**config.mk**
```make
export PLATFORM = sky130hd
export DESIGN_NAME = serial_tx_flat
export DESIGN_NICKNAME = d
export VERILOG_FILES = /design/src/rtl/serial_tx_if.sv /design/src/rtl/serial_tx.sv /design/src/flat_wrapper.sv
export SDC_FILE = /design/constraint.sdc
export NUM_CORES = 1
export LEC_CHECK = 0
export CORE_MARGIN = 2
export CORE_UTILIZATION = 54
export DETAILED_ROUTE_END_ITERATION = 8
export DONT_BUFFER_PORTS = 1
export PLACE_DENSITY_LB_ADDON = 0.08
export SLEW_MARGIN = 15
export SYNTH_ARGS = -nofsm -noshare
export SYNTH_HDL_FRONTEND = slang
export SYNTH_SLANG_ARGS = --single-unit
```
**constraint.sdc**
```tcl
create_clock -name clk -period 1.6 [get_ports clk]
set_clock_uncertainty 0.05 [all_clocks]
set_input_delay 0.4 -clock clk [delete_from_list [all_inputs] [get_ports clk]]
set_output_delay 0.4 -clock clk [all_outputs]
set_load 0.005 [all_outputs]
```
**src/rtl/serial_tx_if.sv**
```systemverilog
// Word handshake and serial line bundle between a lab word producer and serial_tx.
// The producer holds the master side; the transmitter holds the slave side.
interface serial_tx_if #(
   parameter int DATA_W = 8
);
   logic [DATA_W-1:0] tx_data;
   logic              tx_valid;
   logic              tx_ready;
   logic              tx;
   logic              tx_busy;
   logic              tx_done;

   modport master (
      output tx_data,
      output tx_valid,
      input  tx_ready,
      input  tx,
      input  tx_busy,
      input  tx_done
   );

   modport slave (
      input  tx_data,
      input  tx_valid,
      output tx_ready,
      output tx,
      output tx_busy,
      output tx_done
   );
endinterface

```
**src/rtl/serial_tx.sv**
```systemverilog
// Parallel-in, serial-out frame transmitter: start(0), data LSB first,
// optional even parity, stop(1). Each bit is held for CLKS_PER_BIT clocks.
module serial_tx #(
   parameter int DATA_W       = 8,
   parameter int CLKS_PER_BIT = 4,
   parameter bit PARITY_EN    = 1'b0
) (
   input  logic       clk,
   input  logic       reset,
   serial_tx_if.slave bus
);
   localparam int CNT_W = (CLKS_PER_BIT > 1) ? $clog2(CLKS_PER_BIT) : 1;
   localparam int BIT_W = (DATA_W > 1) ? $clog2(DATA_W) : 1;
   localparam logic [CNT_W-1:0] CNT_ZERO    = {CNT_W{1'b0}};
   localparam logic [CNT_W-1:0] CNT_ONE     = CNT_W'(1);
   localparam logic [CNT_W-1:0] CNT_LAST    = CNT_W'(CLKS_PER_BIT - 1);
   localparam logic [CNT_W-1:0] CNT_PRELAST = CNT_W'(CLKS_PER_BIT - 2);
   localparam logic [BIT_W-1:0] BIT_ZERO    = {BIT_W{1'b0}};
   localparam logic [BIT_W-1:0] BIT_ONE     = BIT_W'(1);
   localparam logic [BIT_W-1:0] BIT_LAST    = BIT_W'(DATA_W - 1);
   localparam logic             STOP_ONLY   = (CLKS_PER_BIT == 1);

   typedef enum logic [2:0] {
      IDLE   = 3'd0,
      START  = 3'd1,
      DATA   = 3'd2,
      PARITY = 3'd3,
      STOP   = 3'd4
   } state_t;

   state_t            state_q;
   logic [DATA_W-1:0] shift_q;
   logic [DATA_W-1:0] shift_d;
   logic [CNT_W-1:0]  cnt_q;
   logic [BIT_W-1:0]  bit_q;
   logic              par_q;
   logic              tx_q;
   logic              ready_q;
   logic              done_q;
   logic              bit_end_s;
   logic              done_next_s;

   function automatic logic even_parity(input logic [DATA_W-1:0] d);
      return ^d;
   endfunction

   assign shift_d     = shift_q >> 1;
   assign bit_end_s   = (cnt_q == CNT_LAST);
   // tx_done is registered, so it is armed one cycle before the stop bit's last cycle.
   assign done_next_s = (CLKS_PER_BIT > 1) && (cnt_q == CNT_PRELAST);

   // Frame sequencer: state, bit timing, shift register and registered line outputs.
   always_ff @(posedge clk or negedge reset) begin
      if (!reset) begin
         state_q <= IDLE;
         shift_q <= {DATA_W{1'b0}};
         cnt_q   <= CNT_ZERO;
         bit_q   <= BIT_ZERO;
         par_q   <= 1'b0;
         tx_q    <= 1'b1;
         ready_q <= 1'b1;
         done_q  <= 1'b0;
      end else begin
         case (state_q)
            IDLE: begin
               cnt_q  <= CNT_ZERO;
               bit_q  <= BIT_ZERO;
               done_q <= 1'b0;
               if (bus.tx_valid) begin
                  shift_q <= bus.tx_data;
                  par_q   <= even_parity(bus.tx_data);
                  tx_q    <= 1'b0;
                  ready_q <= 1'b0;
                  state_q <= START;
               end else begin
                  tx_q    <= 1'b1;
                  ready_q <= 1'b1;
               end
            end
            START, DATA, PARITY, STOP: begin
               if (!bit_end_s) begin
                  cnt_q  <= cnt_q + CNT_ONE;
                  done_q <= (state_q == STOP) && done_next_s;
               end else begin
                  cnt_q  <= CNT_ZERO;
                  done_q <= 1'b0;
                  case (state_q)
                     START: begin
                        state_q <= DATA;
                        bit_q   <= BIT_ZERO;
                        tx_q    <= shift_q[0];
                     end
                     DATA: begin
                        if (bit_q != BIT_LAST) begin
                           bit_q   <= bit_q + BIT_ONE;
                           shift_q <= shift_d;
                           tx_q    <= shift_d[0];
                        end else if (PARITY_EN) begin
                           state_q <= PARITY;
                           tx_q    <= par_q;
                        end else begin
                           state_q <= STOP;
                           tx_q    <= 1'b1;
                           done_q  <= STOP_ONLY;
                        end
                     end
                     PARITY: begin
                        state_q <= STOP;
                        tx_q    <= 1'b1;
                        done_q  <= STOP_ONLY;
                     end
                     STOP: begin
                        state_q <= IDLE;
                        tx_q    <= 1'b1;
                        ready_q <= 1'b1;
                     end
                     default: begin
                        state_q <= IDLE;
                        tx_q    <= 1'b1;
                        ready_q <= 1'b1;
                     end
                  endcase
               end
            end
            default: begin
               // Illegal encoding: drop the frame and park the line high.
               state_q <= IDLE;
               cnt_q   <= CNT_ZERO;
               bit_q   <= BIT_ZERO;
               tx_q    <= 1'b1;
               ready_q <= 1'b1;
               done_q  <= 1'b0;
            end
         endcase
      end
   end

   assign bus.tx       = tx_q;
   assign bus.tx_ready = ready_q;
   assign bus.tx_busy  = ~ready_q;
   assign bus.tx_done  = done_q;
endmodule
```
**src/flat_wrapper.sv**
```systemverilog
// flat-port wrapper written by rule: the top's interface ports become plain ports
module serial_tx_flat 
#(
   parameter int DATA_W       = 8,
   parameter int CLKS_PER_BIT = 4,
   parameter bit PARITY_EN    = 1'b0
)
  (clk, reset, bus_tx_data, bus_tx_valid, bus_tx_ready, bus_tx, bus_tx_busy, bus_tx_done);
  serial_tx_if #(.DATA_W(DATA_W)) bus_i ();
  input  logic clk;
  input  logic reset;
  input wire logic [$bits(bus_i.tx_data)-1:0] bus_tx_data;
  input wire logic [$bits(bus_i.tx_valid)-1:0] bus_tx_valid;
  output wire logic [$bits(bus_i.tx_ready)-1:0] bus_tx_ready;
  output wire logic [$bits(bus_i.tx)-1:0] bus_tx;
  output wire logic [$bits(bus_i.tx_busy)-1:0] bus_tx_busy;
  output wire logic [$bits(bus_i.tx_done)-1:0] bus_tx_done;
  assign bus_i.tx_data = bus_tx_data;
  assign bus_i.tx_valid = bus_tx_valid;
  assign bus_tx_ready = bus_i.tx_ready;
  assign bus_tx = bus_i.tx;
  assign bus_tx_busy = bus_i.tx_busy;
  assign bus_tx_done = bus_i.tx_done;
  serial_tx #(.DATA_W(DATA_W), .CLKS_PER_BIT(CLKS_PER_BIT), .PARITY_EN(PARITY_EN)) u_core (.clk(clk), .reset(reset), .bus(bus_i));
endmodule
```
* Word level (Yosys, flattened, before mapping)
Index checks and enable logic that the tools add are counted. W data, S select, Z words.
Operators by class: add/subtract/negate cells 2, eq/ne operators 15, reduce and logical (&&, ||, !) cells 9, bitwise gates (word level) 1, mux-type cells 26
Operators with widths (count):
- $mux W8 | 4
- $mux W3 | 6
- $pmux W8 S2 | 1
- $pmux W3 S2 | 2
- $pmux W3 S3 | 1
- $mux W1 | 7
- $eq A3 B2 Y1 const B | 2
- $ne A2 B1 Y1 const B | 3
- $ne A3 B3 Y1 const B | 2
- $pmux W1 S2 | 3
- $reduce_and A3 Y1 | 2
- $reduce_and A5 Y1 | 1
- $eq A2 B2 Y1 const B | 2
- $mux W2 | 2
- $ne A2 B2 Y1 const B | 2
- $reduce_or A4 Y1 | 1
- $add A3 B1 Y3 const B | 1
- $eq A3 B1 Y1 const B | 1
- $eq A3 B3 Y1 const B | 1
- $logic_not A3 Y1 | 1
- $ne A3 B1 Y1 const B | 1
- $ne A3 B2 Y1 const B | 1
- $reduce_or A3 Y1 | 1
- $add A2 B1 Y2 const B | 1
- other kinds (4) | 4
Storage, ports and cells: logic and storage cells 60, output and inout bits 4, input port bits 11, register bits after elaboration 19

* Logic depth before layout (Yosys ltp)
Gate-level depths: netlist of the first run.
depth after elaboration 5, depth in mapped cells 7, mapped depth without buffers 6

* Least setup slack after synthesis of the first run
Ideal clock, no wire load.
path type register to register, start reg u_core.bit_q[0], end reg u_core.shift_q[0], setup slack -0.038 ns, arrival 1.515 ns, setup time 0.073 ns, buffers on the path 1, cell stages (with the launch flop) 8, required time 1.477 ns, clock period less this slack 1.638 ns, path through dfrtp_1 ha_1 ha_1 nand3b_1 a21boi_4 buf_6 nor2_1 a21oi_2
Between the ends: word-level cells in the longest chain between the ends 3
RTL lines:
- start: declaration | RTL line serial_tx.sv:35 | logic [BIT_W-1:0] bit_q;
- start signal: assignment | RTL line serial_tx.sv:95 | bit_q <= bit_q + BIT_ONE;
- $ne A3 B3 Y1 | RTL line serial_tx.sv:94 | if (bit_q != BIT_LAST) begin
- $ne A2 B1 Y1 (no source line)
- $reduce_and A5 Y1 (no source line)
- end signal: assignment | RTL line serial_tx.sv:56 | shift_q <= {DATA_W{1'b0}};
- end signal: assignment | RTL line serial_tx.sv:70 | shift_q <= bus.tx_data;
- end signal: assignment | RTL line serial_tx.sv:96 | shift_q <= shift_d;
- end: declaration | RTL line serial_tx.sv:32 | logic [DATA_W-1:0] shift_q;
No other way between the ends. A chain may end at the register's enable or synchronous reset.

* Worst setup path in the final report of the first run
start reg u_core.bit_q[0], end reg u_core.shift_q[3]
The elaborated chain is that of the path after synthesis.

==> metrics.txt, run 1 <==
run status=finished, final reports clean; post-place setup slack=-0.0143 ns; std cell rows=15; starting density of the core=between 50% and 60%; Area after DPL=between 0.001 and 0.0015 mm²; setup TNS=0 ns; pin count of the biggest net entering global routing=20; Pre-Repair DR Iteration Count=4; Die Area=between 0.002 and 0.0025 mm²; unrepaired setup endpoints after global routing=true; Yosys warnings=0; final worst-path cycle share=98.5%; detailed-route wire length=1.98 mm; maximum net fanout on the critical path=8; net count reported at finish=130; number of antenna repair diodes=0; leading cell type in the layout, fill and taps excluded=dfrtp_1; number of standard cells in the layout, taps in and fillers out=about 140; synthesized instance count=98; Max H-tree Level=1; CTS Root Buffer Type=clkbuf_4; smallest setup slack after layout=~0.024 ns; type of the worst setup path=reg -> reg; Pleak=0.568 nW; dominant cell type by area after synthesis=dfrtp_1; arrival time at the worst endpoint=1.77 ns; pins over their slew limit=0; wire length per cell after detailed routing=about 14 µm; Clock Pin Slew Worst Setup and Hold Paths=about 0.11 ns; worst relative slew slack=between 40% and 50%; Post-Route Utilization=between 70% and 80%; setup-violating endpoint count in the final report=0; time the worst path needs with I/O delays and setup=1.58 ns; routed via count divided by cell count=5.54; aggregate global-route resource usage=between 20% and 30%; Critical Path Source Type=register; starting DRC count in detailed routing=13; Longest Clk Path Bufs=2; hold path start=bus_tx_data[7]; IO Count=15; share of the yosys chip area belonging to registers=45.3%; via count of the first global-routing pass=roughly 740; share of the synthesized area in the top cell type=40.3%; Worst Setup End Kind=register; total power per unit cell area=about 1900 mW/mm²; width of the die=just under 50 µm; first-pass GRT wire length=around 3.2 mm; fmax=635 MHz; Fin. Hold Viols=0; share of cells above drive strength 1=a little over two fifths; area added between synthesis and finish=23.8%; mean instance size in the synthesized netlist=10.8 µm²; total via count after detailed routing=between 700 and 800; clock tree from TritonCTS=yes; startpoint of the most critical setup path=u_core.bit_q[0]$_DFFE_PN0P_; number of antenna violations at the first check in global routing=0; insertion delay to the later sink of the worst-skew pair=approximately 0.30 ns; gr ovfl total=0; post-DP HPWL=approximately 1.4 mm; final estimated routing congestion in global placement=about 0.83; flops & latches, synth=19; quantity of I/O buffers inserted on ports=0; Post-Synthesis Net Count=113; cell types with the largest area share after synthesis=dfrtp_1 (40%), mux2i_1 (6.6%), a21oi_2 (5.8%); worst endpoint required time=roughly 1.8 ns; cell area after synthesis=about 0.0011 mm²; antenna violation net count after detailed routing=0; worst vdd rail ir drop=~940 µV; number of maximum-capacitance constraint violations=0; number of remaining DRC errors=0; path category of the worst min-delay check=in -> reg; count of placed standard cells including taps=~130; fillcell total=127; clock sink total=19; synth unique cells=31; Worst-Margin Slew=~0.82 ns; y dimension of the die=about 48 µm; leading cell types in the layout, fill and taps excluded=dfrtp_1 (16), buf_4 (13), nor2_1 (7), mux2i_1 (7), a21oi_2 (7); Core ar.=about 0.0018 mm²; origin of the critical flop-to-flop path=u_core.bit_q[0]$_DFFE_PN0P_; number of buffers inserted during clock tree synthesis=3; cell area after layout=between 0.001 and 0.0015 mm²
[repair_timing]
action	in CTS	in global routing
resized for setup	11	7
pin swaps	4	2
setup endpoints to repair	10	14
endpoints found under the hold margin	19	0
cloned	1	0
setup buffers	2	0
hold buffers	1	0
[cell type report]
cell class | count | area [µm²] | share of cell area [%]
flip-flops and latches | 19 | 479 | 36.7
inverters | 4 | 15.0 | 1.15
clock buffers | 3 | 22.5 | 1.72
repair buffers | 17 | 173 | 13.2
clock inverters | 1 | 5.00 | 0.383
multi-input cells | 70 | 581 | 44.4
well taps | 25 | 31.3 | 2.39
[sequential cells by signal, summed over array words and instances (netlist names)]
| name | flops |
|---|---|
| u_core.shift_q | 8 |
| u_core.bit_q | 3 |
| u_core.bus.tx_ready | 1 |
| u_core.bus.tx | 1 |
| u_core.cnt_q | 2 |
| u_core.bus.tx_done | 1 |
| u_core.state_q | 3 |
[report_power, final]
part,internal [mW],switching [mW]
sequential,0.688,0.188
clock,0.0933,0.149
combinational,0.685,0.622
total,1.47,0.960
[cell usage after synthesis (all sizes together)]
cell type and instances:
dfrtp 17, nor2 15, a21oi 13, mux2i 7, buf 5, o21ai 5
ha 4, inv 4, mux2 3, nand2 3, nand2b 3, and3 2
dfstp 2, nand3b 2, nor3 2, nor4b 2, a211oi 1, a21boi 1
and2 1, nand3 1, nor3b 1, o21bai 1, o22ai 1, o32a 1
xor2 1
[kinds of logic (layout without fill, tap and decap cells)]
group	after synthesis	in the layout	share of synthesized area [%]
AND/OR/NAND/NOR	32	32	16.5
AO/OA/AOI/OAI	23	23	15.8
flip-flops	19	19	45.3
multiplexers	10	10	9.85
buffers and inverters	9	25	5.22
adder cells (fa/ha/maj)	4	4	4.75
XOR/XNOR	1	1	2.61
[per-layer routing]
| layer | global-route usage (%) | wire length [µm] | up-vias |
|---|---|---|---|
| li1 | - | - | 370 |
| met4 | 11.4 | 47 | 0 |
| met1 | 25.1 | 859 | 376 |
| met3 | 4.44 | 82 | 5 |
| met5 | 0 | 0 | - |
| met2 | 34.7 | 986 | 19 |
[per-stage QoR]
step	hold WS, ns	total power, mW
3_3_place_gp	0.0548	1.97
6_report	0.171	2.43
2_1_floorplan	0.0544	1.66
4_1_cts	0.168	2.42
5_1_grt	0.151	2.60
3_5_place_dp	0.0548	2.02
[final timing paths]
kind                                            endpoint  slack (ns)  cells past startpoint
min in group asynchronous   u_core.bus.tx_done$_DFF_PN0_        0.57                      1
hold reg to reg            u_core.shift_q[2]$_DFFE_PN0P_        0.49                      2
max in group asynchronous  u_core.state_q[1]$_DFFE_PN0P_        0.36                      1
setup reg to reg           u_core.shift_q[3]$_DFFE_PN0P_        0.02                      7
setup / recovery           u_core.shift_q[3]$_DFFE_PN0P_        0.02                      7
hold / removal             u_core.shift_q[7]$_DFFE_PN0P_        0.17                      2
[critical path, cell delays in order, from the launching register on]
cell       delay (ns)
dfrtp_1          0.40
ha_2             0.20
ha_4             0.16
nand3b_1         0.19
a21boi_4         0.22
clkbuf_16        0.20
nor2_4           0.03
a21oi_2          0.08
Power figures use the tool's default switching activity.
==> inputs of run 2 (changes only) <==
--- a/config.mk
+++ b/config.mk
@@ -5,7 +5,7 @@
 export SDC_FILE = /design/constraint.sdc
 export NUM_CORES = 1
 export LEC_CHECK = 0
-export CORE_MARGIN = 2
+export CORE_MARGIN = 1.5
 export CORE_UTILIZATION = 54
 export DETAILED_ROUTE_END_ITERATION = 8
 export DONT_BUFFER_PORTS = 1
==> metrics.txt, run 2 (synthesis results as in run 1) <==
run status=complete, but fails checks; violations in the final reports=negative setup slack; worst vdd rail ir drop=roughly 1100 µV; worst relative slew slack=between 40% and 50%; Worst Setup End Kind=register; total power per unit cell area=about 1900 mW/mm²; Area after DPL=around 0.0012 mm²; Worst-Margin Slew=0.856 ns; flip-flop count of the largest register after layout=8; number of antenna violations at the first check in global routing=0; y dimension of the die=around 47 µm; logic depth of the worst register-to-register path=5; area added between synthesis and finish=23.7%; time the worst path needs with I/O delays and setup=1.63 ns; gr ovfl total=0; hold path start=bus_tx_data[7]; leading cell type in the layout, fill and taps excluded=dfrtp_1; quantity of I/O buffers inserted on ports=0; antenna violation net count after detailed routing=0; post-DP HPWL=between 1 and 1.5 mm; first-pass GRT wire length=about 3.4 mm; width of the die=47.2 µm; number of buffers inserted during clock tree synthesis=3; pin count of the biggest net entering global routing=20; type of the worst setup path=reg -> reg; detailed-route wire length=approximately 2.1 mm; unrepaired setup endpoints after global routing=true; arrival time at the worst endpoint=about 1.8 ns; number of remaining DRC errors=0; starting density of the core=between 50% and 60%; Fin. Hold Viols=0; clock sink total=19; cell area after layout=around 0.0013 mm²; final estimated routing congestion in global placement=0.826; std cell rows=15; Worst R2R End=u_core.bit_q[2]$_DFFE_PN0P_; Core ar.=~0.0018 mm²; count of placed standard cells including taps=between 100 and 150; Worst Hold Endpoint=u_core.shift_q[7]$_DFFE_PN0P_; aggregate global-route resource usage=between 20% and 30%; share of cells above drive strength 1=between 40% and 50%; Clock Pin Slew Worst Setup and Hold Paths=approximately 0.11 ns; Max H-tree Level=1; starting DRC count in detailed routing=11; number of antenna repair diodes=0; Reg with most FFs=u_core.shift_q; slack of the worst reg-to-reg path=-0.03 ns; maximum net fanout on the critical path=3; path category of the worst min-delay check=in -> reg; origin of the critical flop-to-flop path=u_core.bit_q[0]$_DFFE_PN0P_; routed via count divided by cell count=between 5 and 6; Pre-Repair DR Iteration Count=4; IO Count=15; CTS Root Buffer Type=clkbuf_4; biggest registers after layout=u_core.shift_q x8, u_core.bit_q x3, u_core.state_q x3; clock tree from TritonCTS=yes; setup-violating endpoint count in the final report=4; Longest Clk Path Bufs=2; smallest setup slack after layout=-0.0320 ns; Die Area=between 0.002 and 0.0025 mm²; number of standard cells in the layout, taps in and fillers out=approximately 140; pins over their slew limit=0; fmax=just over 600 MHz; final worst-path cycle share=102%; wire length per cell after detailed routing=approximately 15 µm; number of maximum-capacitance constraint violations=0; leading cell types in the layout, fill and taps excluded=dfrtp_1 (17), buf_4 (13), nor2_1 (8); via count of the first global-routing pass=roughly 760; Critical Path Source Type=register; cell count of the worst hold path=2; net count reported at finish=between 100 and 150; insertion delay to the later sink of the worst-skew pair=0.29 ns; total via count after detailed routing=slightly below 800; worst endpoint required time=around 1.7 ns; Pleak=about 0.56 nW
run 2: worst max path at each step:
stage	start	cells after the start	end
floorplan	u_core.bit_q[0]$_DFFE_PN0P_	7	u_core.shift_q[0]$_DFFE_PN0P_
global placement	u_core.cnt_q[0]$_DFF_PN0_	4	u_core.bit_q[0]$_DFFE_PN0P_
detailed placement	u_core.bit_q[0]$_DFFE_PN0P_	7	u_core.shift_q[7]$_DFFE_PN0P_
CTS	u_core.bit_q[1]$_DFFE_PN0P_	7	u_core.shift_q[0]$_DFFE_PN0P_
global route	u_core.bit_q[0]$_DFFE_PN0P_	5	u_core.bit_q[2]$_DFFE_PN0P_
finish	u_core.bit_q[0]$_DFFE_PN0P_	5	u_core.bit_q[2]$_DFFE_PN0P_
run 2: critical path, cell delays in order, from the launching register on:
cell and delay, ns:
dfrtp_1 0.40, ha_2 0.20, ha_4 0.16, nor3b_1 0.25, o21ai_1 0.17, mux2_2 0.30
run 2: what timing repair did:
action                     in CTS  in global routing
hold endpoints to repair       19                  0
gates cloned                    1                  0
gates resized for setup         8                  9
setup buffers                   2                  0
pin swaps                       4                  2
setup endpoints to repair       6                 14
hold buffers                    1                  0
run 2: layout make-up:
cell class	instances	area [µm²]
clock buffer	4	26.3
fill	129	478
inverter	4	15.0
multi-input combinational	70	582
sequential	19	478
tap	25	31.3
timing repair buffer	17	173
run 2: power breakdown:
group	internal, mW	switching, mW
clock	0.0970	0.146
combinational	0.681	0.633
sequential	0.686	0.192
run 2: metal layers:
layer | global-route usage (%) | share of wire [%]
met1 | 28.1 | 42
met2 | 36.2 | 51
met3 | 4.62 | 3.0
met4 | 13.3 | 3.2
met5 | 0 | 0
run 2: stage by stage:
| step | utilization, % | total power, mW | setup TNS [ns] | setup slack [ns] | hold slack [ns] |
|---|---|---|---|---|---|
| global placement | 65.7 | 1.97 | 0 | 0.0330 | 0.0548 |
| finish | 73.2 | 2.43 | -0.0921 | -0.0320 | 0.181 |
| CTS | 71.6 | 2.39 | -0.251 | -0.0380 | 0.181 |
| global route | 73.2 | 2.61 | -0.703 | -0.0918 | 0.175 |
| detailed placement | 65.7 | 2.02 | -0.0192 | -0.0192 | 0.0548 |
| floorplan | - | 1.66 | 0 | 0.0180 | 0.0544 |
==> inputs of run 3 (changes only) <==
--- a/config.mk
+++ b/config.mk
@@ -5,8 +5,9 @@
 export SDC_FILE = /design/constraint.sdc
 export NUM_CORES = 1
 export LEC_CHECK = 0
+export ABC_AREA = 1
 export CORE_MARGIN = 1.5
-export CORE_UTILIZATION = 54
+export CORE_UTILIZATION = 55
 export DETAILED_ROUTE_END_ITERATION = 8
 export DONT_BUFFER_PORTS = 1
 export PLACE_DENSITY_LB_ADDON = 0.08
==> metrics.txt, run 3 <==
starting density of the core=between 50 and 60%; count of flip-flops with a built-in enable after synthesis=0; top post-synthesis cells by count=nand2_1 (43), nand3_1 (21), dfrtp_1 (17); worst vdd rail ir drop=around 1100 µV; dominant cell type by area after synthesis=dfrtp_1; cell types with the largest area share after synthesis=dfrtp_1 (37%), nand2_1 (14%), nand3_1 (9.3%); pins over their slew limit=0; flops & latches, synth=19; share of the synthesized area in the top cell type=a little under two fifths; maximum net fanout on the critical path=8; starting DRC count in detailed routing=12; total via count after detailed routing=a little under 900; Worst-Margin Slew=0.858 ns; top flip-flop cell by instance count after synthesis=dfrtp_1; fraction of registers with async set or reset after synthesis=100%; arrival time at the worst endpoint=around 1.7 ns; synthesized instance count=between 100 and 150; number of maximum-capacitance constraint violations=0; crit-path leading delay family=flip-flops; net count reported at finish=~160; Yosys warnings=0; leading cell type in the layout, fill and taps excluded=nand2_1; flip-flop count of the largest register after layout=8; Reg with most FFs=u_core.shift_q; first-pass GRT wire length=~3.7 mm; origin of the critical flop-to-flop path=u_core.bit_q[1]$_DFFE_PN0P_; slack of the worst reg-to-reg path=around 0.05 ns; CTS Root Buffer Type=clkbuf_4; run status=finished, final reports clean; Worst Hold Endpoint=u_core.state_q[0]$_DFFE_PN0P_; crit-path cells=ha_2 -> ha_4 -> inv_2 -> nand3_4 -> o21ai_4 -> nand3_2 -> nand2_1; time the worst path needs with I/O delays and setup=~1.6 ns; mean instance size in the synthesized netlist=about 8 µm²; quantity of I/O buffers inserted on ports=0; count of placed standard cells including taps=roughly 170; Worst Setup End Kind=register; routed via count divided by cell count=5.15; Longest Clk Path Bufs=2; aggregate global-route resource usage=between 20% and 30%; gr ovfl total=0; wire length per cell after detailed routing=13.2 µm; post-DP HPWL=~1.5 mm; leading cell types in the layout, fill and taps excluded=nand2_1 (42), dfrtp_1 (16), nand3_1 (14); share of cells above drive strength 1=30.3%; cell area after synthesis=~0.0011 mm²; clock tree from TritonCTS=yes; setup-violating endpoint count in the final report=0; path category of the worst min-delay check=in -> reg; number of standard cells in the layout, taps in and fillers out=~170; fillcell total=179; pin count of the biggest net entering global routing=20; Pleak=approximately 0.62 nW; Max H-tree Level=1; logic depth of the worst register-to-register path=7; Post-Synthesis Net Count=roughly 150; number of remaining DRC errors=0; width of the die=roughly 48 µm; antenna violation net count after detailed routing=0; Worst R2R End=u_core.shift_q[2]$_DFFE_PN0P_; share of the yosys chip area belonging to registers=42.1%; clock sink total=19; detailed-route wire length=2.27 mm; number of buffers inserted during clock tree synthesis=3; via count of the first global-routing pass=842; fmax=about 640 MHz; final worst-path cycle share=between 90% and 100%; Critical Path Source Type=register; area added between synthesis and finish=10.9%; y dimension of the die=~48 µm; Fin. Hold Viols=0; synth unique cells=21; number of antenna repair diodes=0; Post-Route Utilization=~64%; final estimated routing congestion in global placement=around 0.84; total power per unit cell area=around 2100 mW/mm²; IO Count=15; worst-path cell with the longest stage delay=dfrtp_1; total buffers and inverters traversed by the critical path=1; type of the worst setup path=reg -> reg; most common cell in the synthesized netlist=nand2_1; Clock Pin Slew Worst Setup and Hold Paths=approximately 0.11 ns; Pre-Repair DR Iteration Count=4; insertion delay to the later sink of the worst-skew pair=0.30 ns; worst endpoint required time=1.78 ns; number of antenna violations at the first check in global routing=0; worst relative slew slack=a little over two fifths; Die Area=0.00235 mm²; std cell rows=16; cell count of the worst hold path=2; biggest registers after layout=u_core.shift_q x8, u_core.bit_q x3, u_core.state_q x3; hold path start=bus_tx_valid; delay of the slowest cell on the worst path=roughly 0.41 ns; Core ar.=about 0.0020 mm²
[run 3: layout make-up]
cell class,instances,area (µm²),area share [%]
Clock buffer,3,22.5,1.79
Clock inverter,1,5.00,0.397
Multi-Input combinational cell,105,638,50.6
Timing Repair Buffer,4,32.5,2.58
Inverter,13,48.8,3.87
Sequential cell,19,479,38.0
Tap cell,27,33.8,2.68
[run 3: power breakdown]
part / internal [mW] / leakage (nW) / switching [mW] / total, mW
sequential: 0.706 / 0.236 / 0.175 / 0.882
combinational: 0.536 / 0.371 / 1.03 / 1.57
clock: 0.0930 / 0.0177 / 0.152 / 0.245
total: 1.34 / 0.625 / 1.36 / 2.70
[run 3: what timing repair did]
action	CTS	global route
hold buffers	1	0
endpoints found under the setup margin	8	11
buffers inserted	1	1
resized for setup	2	12
pin swaps	1	3
hold endpoints to repair	19	0
[run 3: layer usage]
layer  global-route usage [%]  up-vias  share of wire, %
met5                        0        -                 0
met4                     7.14        0              0.84
met3                     4.01        2               3.8
met2                     31.9       20                49
met1                     28.9      409                46
li1                         -      455                 -
[run 3: worst max-delay path by stage]
stage	startpoint	end	cells past startpoint
2_1_floorplan	u_core.bit_q[0]$_DFFE_PN0P_	u_core.shift_q[1]$_DFFE_PN0P_	8
6_report	u_core.bit_q[1]$_DFFE_PN0P_	u_core.shift_q[2]$_DFFE_PN0P_	7
5_1_grt	u_core.bit_q[0]$_DFFE_PN0P_	u_core.shift_q[2]$_DFFE_PN0P_	7
4_1_cts	u_core.bit_q[0]$_DFFE_PN0P_	u_core.shift_q[2]$_DFFE_PN0P_	7
3_3_place_gp	u_core.bit_q[0]$_DFFE_PN0P_	u_core.shift_q[0]$_DFFE_PN0P_	8
3_5_place_dp	u_core.bit_q[0]$_DFFE_PN0P_	u_core.shift_q[2]$_DFFE_PN0P_	8
[run 3: cell families (layout without fill, tap and decap cells)]
logic type,count (synthesis),in the layout,synth area share (%)
buffers and inverters,15,21,7.05
adder cells (fa/ha/maj),4,4,4.41
AO/OA/AOI/OAI,12,12,6.50
flip-flops,19,19,42.1
AND/OR/NAND/NOR,89,89,40.0
[run 3: through the flow]
step                power, mW  instance area, µm²  setup WS (ns)  setup TNS, ns  hold slack (ns)
floorplan                2.12                1140          0.123              0           0.0544
global placement         2.26                1150         0.0412              0           0.0548
detailed placement       2.31                1150        -0.0202        -0.0674           0.0549
CTS                      2.59                1200        0.00731              0            0.216
global route             2.98                1260        -0.0515        -0.0905            0.227
finish                   2.70                1260         0.0490              0            0.217
